[config.mk]
export PLATFORM = sky130hd
export DESIGN_NAME = cgra_clock_gate_ctrl
export DESIGN_NICKNAME = d
export VERILOG_FILES = /design/src/rtl/cgra_clock_gate_ctrl.sv
export SDC_FILE = /design/constraint.sdc
export NUM_CORES = 1
export LEC_CHECK = 0
export BUFFER_PORTS_ARGS = -buffer_cell sky130_fd_sc_hd__buf_4
export CELL_PAD_IN_SITES_DETAIL_PLACEMENT = 0
export CELL_PAD_IN_SITES_GLOBAL_PLACEMENT = 1
export CORE_ASPECT_RATIO = 1.75
export CORE_UTILIZATION = 35
export CTS_BUF_LIST = sky130_fd_sc_hd__clkbuf_2
export DETAILED_ROUTE_END_ITERATION = 8
export PLACE_DENSITY = 0.72
export SLEW_MARGIN = 20
export SYNTH_ARGS = -nofsm -noshare
export SYNTH_HDL_FRONTEND = slang
export SYNTH_SLANG_ARGS = --single-unit
[constraint.sdc]
create_clock -name clk_i -period 1.35 [get_ports clk_i]
set_input_delay 0 -clock clk_i [delete_from_list [all_inputs] [get_ports clk_i]]
set_output_delay 0 -clock clk_i [all_outputs]
set_load 0.02 [all_outputs]
[src/rtl/cgra_clock_gate_ctrl.sv]
// Multi-channel idle-based clock-gating controller: per-channel ON/COUNT/OFF/WAKE
// FSM with hold-off counter, feeding a low-transparent latch + AND clock gate.
module cgra_clock_gate_ctrl #(
  parameter int N_CH       = 4,
  parameter int IDLE_CNT_W = 4
) (
  input  logic                  clk_i,
  input  logic                  rst_i,
  input  logic                  test_en_i,
  input  logic [N_CH-1:0]       auto_en_i,
  input  logic [N_CH-1:0]       force_on_i,
  input  logic [N_CH-1:0]       busy_i,
  input  logic [N_CH-1:0]       wake_req_i,
  input  logic [IDLE_CNT_W-1:0] holdoff_i,
  output logic [N_CH-1:0]       clk_o,
  output logic [N_CH-1:0]       gated_o,
  output logic [N_CH-1:0]       wake_ack_o,
  output logic                  all_gated_o
);

  typedef enum logic [1:0] {
    ST_ON    = 2'd0,
    ST_COUNT = 2'd1,
    ST_OFF   = 2'd2,
    ST_WAKE  = 2'd3
  } state_e;

  genvar gi;
  generate
    for (gi = 0; gi < N_CH; gi++) begin : g_ch
      state_e                  state_q, state_d;
      logic [IDLE_CNT_W-1:0]   cnt_q, cnt_d;
      logic                    stay_on;
      logic                    enable;
      logic                    en_latch;

      assign stay_on = force_on_i[gi] | ~auto_en_i[gi] | busy_i[gi] | wake_req_i[gi];

      always_ff @(posedge clk_i or posedge rst_i) begin
        if (rst_i) begin
          state_q <= ST_ON;
          cnt_q   <= '0;
        end else begin
          state_q <= state_d;
          cnt_q   <= cnt_d;
        end
      end

      // stay_on wins over an expiring count; the counter saturates at zero
      always_comb begin
        state_d = state_q;
        cnt_d   = cnt_q;
        enable  = 1'b1;
        case (state_q)
          ST_ON: begin
            if (!stay_on) begin
              state_d = ST_COUNT;
              cnt_d   = holdoff_i;
            end
          end
          ST_COUNT: begin
            if (stay_on) begin
              state_d = ST_ON;
            end else if (cnt_q == '0) begin
              state_d = ST_OFF;
            end else begin
              cnt_d = cnt_q - 1'b1;
            end
          end
          ST_OFF: begin
            enable = 1'b0;
            if (stay_on) begin
              state_d = ST_WAKE;
            end
          end
          ST_WAKE: begin
            state_d = ST_ON;
          end
          default: begin
            state_d = ST_ON;
          end
        endcase
      end

      // Latch is only open while clk_i is low, so enable changes never chop a high phase
      always_latch begin
        if (!clk_i) begin
          en_latch = enable | test_en_i;
        end
      end

      assign clk_o[gi]      = clk_i & en_latch;
      assign gated_o[gi]    = (state_q == ST_OFF);
      assign wake_ack_o[gi] = (state_q == ST_WAKE);
    end
  endgenerate

  assign all_gated_o = &gated_o;

endmodule
==> impl_metrics.tcl, run 1 <==
set metrics [dict create \
    grt_usage_pct 23.8 \
    wire_per_inst_um 16.2 \
    cp-start-kind "latch" \
    routabilityCongestion 0.838 \
    clkLatencyLatePin_ns 0.47 \
    fp.dieArea_um2 5190 \
    worst_setup_path_end_kind "output port" \
    post-dp-hpwl_um 3520 \
    via_per_inst 5.27 \
    stdcell_count 334 \
    drive_above_1_share_pct 59.9 \
    numPortBuffers 35 \
    core-area_um2 4710 \
    area_growth_pct 80.3 \
    critPathKind "latch to output port" \
    io_pins 36 \
    yosysTopAreaCell "dfrtp_1" \
    top_layer "met4" \
    yosysUniqueCellTypes 34 \
    fin_ws_ns -0.455 \
    place_ws_ns -0.0906 \
    rows 33 \
    drc 0 \
    wl_met2_um 3100 \
    grt_pass1_wl_um 8630 \
    yosysWarnings 0 \
    setup_viol 17 \
    cts_tree "yes" \
    total_leakage_power_nw 1.42 \
    design_area_um2 3090 \
    slew_viol_final 0 \
    dp_cells 282 \
    synthCells 166 \
    clock-skew-final_ns 0.0256 \
    ff2ff_setup_slack_ns -0.03 \
    grt_setup_unrepaired "true" \
    maxSlewHeadroom_pct 65.0 \
    synthTopCellsByArea "dfrtp_1, mux2i_1, inv_1" \
    vias 1760 \
    powerDensity_nw_per_um2 1130 \
    hold_path_class "primary input to asynchronous set/reset pin" \
    outcome "finished, violations left" \
    dpl_cell_area_um2 2280 \
    grt_max_degree 25 \
    cpPeakStageDelay_ns 0.23 \
    worst_ep_required_time_ns 1.35 \
    first_global_vias 1920 \
    dr.pass1.iters 4 \
    power_mw 3.50 \
    postRouteAntennaNets 0 \
    max_slew.worst_pin.slew_ns 0.524 \
    start_util_pct 36.4 \
    r2r-end "g_ch[0].cnt_q[1]$_DFFE_PP0P_" \
    yosys_register_bits 28 \
    syn_area_per_cell_um2 10.3 \
    violations "negative setup slack" \
    ir_worst_vdd_mv 1.20 \
    r2r-start "g_ch[0].cnt_q[0]$_DFFE_PP0P_" \
    path_clk_slew_ns 0.30 \
    crit_arrival_ns 1.80 \
    routed-wl-met3_um 135 \
    die_w_um 54.9 \
    reg2reg_depth 5 \
    tns_ns -2.30 \
    wl_met1_um 2100 \
    synth_nets 193 \
    final_nets 309 \
    cap_violations 0 \
    first_iter_violations 30 \
    hold_viol 0 \
    critPathMaxFanout 1 \
    drt_wl_total_um 5420 \
    gr-total-overflow 0 \
    chipHeight_um 94.6 \
    n_antenna_cell 0 \
    cp_cell_sequence "dlxtn_1 > and2_4 > buf_6" \
    synth_top_area_share_pct 35.0 \
    antenna_found_initial 0 \
    cpMaxStageDelayCell "dlxtn_1" \
    netlist_area_um2 1710 \
]
==> area by class of cell <==
type / instances / area [um^2]
clock buffer: 12 / 85.1
clock inverter: 1 / 30.0
fill: 372 / 1620
inverter: 23 / 88.8
multi-input combinational: 112 / 1200
sequential: 28 / 662
tap: 52 / 65.1
timing repair buffer: 106 / 960
==> where the power goes <==
group	leakage, nW	switching, mW	internal, mW
clock	0.0881	0.601	0.706
combinational	0.990	0.452	0.680
sequential	0.337	0.124	0.937
==> how the worst max path moves through the flow <==
stage,cells past startpoint,slack (ns),endpoint,from
after floorplan,2,0,g_ch[0].en_latch$_DLATCH_N_,g_ch[0].state_q[0]$_DFFE_PP0P_
after global placement,5,-0.04,g_ch[3].cnt_q[1]$_DFFE_PP0P_,g_ch[3].cnt_q[0]$_DFFE_PP0P_
after detailed placement,5,-0.09,g_ch[1].cnt_q[0]$_DFFE_PP0P_,g_ch[1].cnt_q[1]$_DFFE_PP0P_
after CTS,2,-0.46,clk_o[1],g_ch[1].en_latch$_DLATCH_N_
after global routing,3,-0.57,clk_o[2],g_ch[2].en_latch$_DLATCH_N_
final,3,-0.45,clk_o[2],g_ch[2].en_latch$_DLATCH_N_
==> what timing repair did <==
item / 4_1_cts / 5_1_grt
hold buffers: 22 / 0
buffers inserted: 13 / 11
resized for setup: 67 / 25
endpoints found under the hold margin: 52 / 0
pin swaps: 18 / 17
endpoints found under the setup margin: 28 / 36
==> synth_stat cells <==
cell type / count
dfrtp_1: 24
inv_1: 23
mux2i_1: 12
and2_1: 8
nor3b_1: 7
nor4_1: 7
o31ai_1: 7
o21ai_0: 5
a211oi_2: 4
and2b_1: 4
dlxtn_1: 4
ha_1: 4
mux2_1: 4
nand2b_1: 4
nand4bb_1: 4
nor2b_1: 4
o21ai_1: 4
o22ai_1: 4
or2_2: 4
or3_1: 4
or4b_4: 4
buf_2: 3
nor4b_2: 3
a211o_1: 2
and4_1: 2
nand3_1: 2
nand3_2: 2
a2bb2oi_1: 1
a31o_2: 1
nand4_1: 1
nor4b_4: 1
o2111ai_1: 1
o311ai_1: 1
o31ai_2: 1
==> placed cells by master, fill, tap and decap left out, types with 3 or more instances in the layout <==
master and count:
nor2b_1 4, inv_2 12, mux2i_1 12, dfrtp_1 23
buf_6 33, o21ai_0 4, ha_4 3, nor4b_2 3
dlygate4sd3_1 22, nand2b_4 4, buf_4 55, a211oi_2 4
inv_1 10, clkbuf_2 8, o31ai_1 5, o21ai_1 3
or4b_4 4, o31ai_2 3, dlxtn_1 4, and2_4 7
nor3b_1 5, or2_4 3, nor4_1 6, mux2_4 4
==> kinds of logic (layout without fill, tap and decap cells) <==
group	count (synthesis)	in the layout	synth area share (%)
and+or+nand+nor	61	61	29.1
AOI/OAI and AO/OA	31	31	13.9
muxes	16	16	9.64
adders and majority gates	4	4	2.92
latches	4	4	3.50
DFF	24	24	35.0
buffers and inverters	26	142	5.91
==> stage by stage <==
step / hold WS (ns) / util [%]
3_5_place_dp: 0.0849 / 48.5
4_1_cts: 0.0785 / 62.0
6_report: 0.0865 / 65.7
2_1_floorplan: 0.0146 / -
3_3_place_gp: 0.0803 / 48.5
5_1_grt: 0.0740 / 65.7
==> routing by layer <==
metal / global-route usage (%) / vias to the layer above
met5: 0 / -
met4: 11.0 / 0
met3: 4.35 / 9
met2: 43.1 / 34
met1: 24.7 / 877
li1: - / 840
==> worst max-delay path, delay by kind of cell, from the launching register on <==
kind / cells / cell delay, ns
buffers and inverters: 1 / 0.12
latches: 2 / 0.23
AND/OR/NAND/NOR: 1 / 0.13
(Power assumes the default switching activity.)
==> inputs of run 2 (changes only) <==
- CORE_UTILIZATION: 35 -> 25
- PLACE_DENSITY: 0.72 -> 0.61
==> impl_metrics.tcl, run 2 (same netlist as run 1, synthesis figures left out) <==
set metrics [dict create \
    grt_pass1_wl_um 8420 \
    critPathMaxFanout 1 \
    core-area_um2 6590 \
    cp_num_buf_inv 1 \
    powerDensity_nw_per_um2 1070 \
    stdcell_count 357 \
    n_fill_cell 646 \
    n_antenna_cell 0 \
    outcome "finished, violations left" \
    drive_above_1_share_pct 58.2 \
    cts_tree "yes" \
    whs_ns 0.0692 \
    clkLatencyLatePin_ns 0.50 \
    grt_max_degree 25 \
    cpMaxStageDelayCell "dlxtn_1" \
    ff2ff_setup_slack_ns -0.08 \
    postRouteAntennaNets 0 \
    cap_violations 0 \
    crit_end "clk_o[0]" \
    mostFrequentLayoutCells "buf_4, buf_6, dfrtp_1, dlygate4sd3_1, inv_1" \
    startpoint "g_ch[0].en_latch$_DLATCH_N_" \
    chipHeight_um 112 \
    worst_ep_required_time_ns 1.35 \
    ir_worst_vdd_mv 0.359 \
    hold_path_class "primary input to asynchronous set/reset pin" \
    violations "negative setup slack" \
    maxSlewHeadroom_pct 62.2 \
    total_leakage_power_nw 1.38 \
    rows 39 \
    multi_input_area_um2 1210 \
    critPathKind "latch to output port" \
    first_iter_violations 22 \
    cpPeakStageDelay_ns 0.46 \
    first_global_vias 1853 \
    io_pins 36 \
    seq_area_um2 661 \
    r2r-end "g_ch[2].cnt_q[1]$_DFFE_PP0P_" \
    routabilityCongestion 0.772 \
    path_clk_slew_ns 0.29 \
    setup_viol 28 \
    max_slew.worst_pin.slew_ns 0.565 \
    clock-skew-final_ns 0.0171 \
    fin_ws_ns -0.467 \
    wire_per_inst_um 14.9 \
    critPathTopFamily "latches" \
    final_util_pct 46.5 \
    fp.dieArea_um2 7200 \
    drt_wl_total_um 5320 \
    die_w_um 64.6 \
    antenna_found_initial 0 \
    gr-total-overflow 0 \
    cp_num_cells 2 \
    start_util_pct 26.0 \
    grt_usage_pct 15.5 \
    vias 1728 \
    cp-start-kind "latch" \
    drc 0 \
    area_growth_pct 78.6 \
    reg2reg_depth 5 \
    hold_viol 0 \
    final_common_cell "buf_4" \
    grt_setup_unrepaired "true" \
    final_nets 303 \
    worst_setup_path_end_kind "output port" \
    via_per_inst 4.84 \
    slew_viol_final 0 \
    cp_cell_sequence "and2_4 > buf_6" \
    post-dp-hpwl_um 3580 \
    crit_arrival_ns 1.82 \
    numPortBuffers 35 \
    dr.pass1.iters 4 \
    dp_cells 314 \
]
==> run 2: cell count changes in the layout (fill, tap and decap cells not counted), sizes merged <==
cell and delta:
buf -6, bufinv -1
==> run 2: area by class of cell <==
class	count	share of cell area [%]
Multi-Input combinational cell	112	39.6
Timing Repair Buffer	100	29.8
Inverter	23	2.98
Tap cell	82	3.35
Clock buffer	12	2.78
Sequential cell	28	21.6
==> run 2: worst min-delay path by stage <==
stage          start  slack [ns]  depth (start not counted)                            to
3_3_place_gp   rst_i        0.09                          3  g_ch[3].cnt_q[1]$_DFFE_PP0P_
2_1_floorplan  rst_i        0.01                          1    asynchronous set/reset pin
5_1_grt        rst_i        0.07                          4  g_ch[3].cnt_q[1]$_DFFE_PP0P_
4_1_cts        rst_i        0.06                          4  g_ch[2].cnt_q[0]$_DFFE_PP0P_
6_report       rst_i        0.07                          4  g_ch[3].cnt_q[1]$_DFFE_PP0P_
3_5_place_dp   rst_i         0.1                          3  g_ch[2].cnt_q[3]$_DFFE_PP0P_
==> run 2: power by group <==
| part | leakage (nW) | switching [mW] | internal (mW) |
|---|---|---|---|
| Clock | 0.0763 | 0.606 | 0.534 |
| Combinational | 0.963 | 0.433 | 0.654 |
| Sequential | 0.338 | 0.121 | 0.936 |
| Total | 1.38 | 1.16 | 2.12 |
==> run 2: per-layer routing <==
layer,vias up,global-route usage [%],routed length [um]
met1,851,16.1,2100
met5,-,0,0
li1,832,-,-
met3,13,1.64,82
met2,32,28.4,2980
met4,0,10.1,158
==> run 2: tightest hold or removal path, delay by kind of cell <==
family / cells / cell delay, ns
buffers and inverters: 4 / 1.03
==> run 2: metrics by stage <==
| step | cell area, um^2 | TNS [ns] | power, mW | setup WS [ns] |
|---|---|---|---|---|
| floorplan | 1730 | 0 | 1.72 | 0 |
| global route | 3060 | -5.01 | 3.52 | -0.550 |
| detailed placement | 2340 | -0.190 | 2.29 | -0.0631 |
| global placement | 2340 | -0.0261 | 2.28 | -0.0261 |
| CTS | 2860 | -3.11 | 3.23 | -0.487 |
| finish | 3060 | -3.35 | 3.28 | -0.467 |
==> run 2: what timing repair did <==
item,in CTS,in global routing
endpoints found under the setup margin,27,37
resized for setup,57,35
hold buffers,22,0
hold endpoints to repair,52,0
setup buffers,5,9
pin swaps,16,7
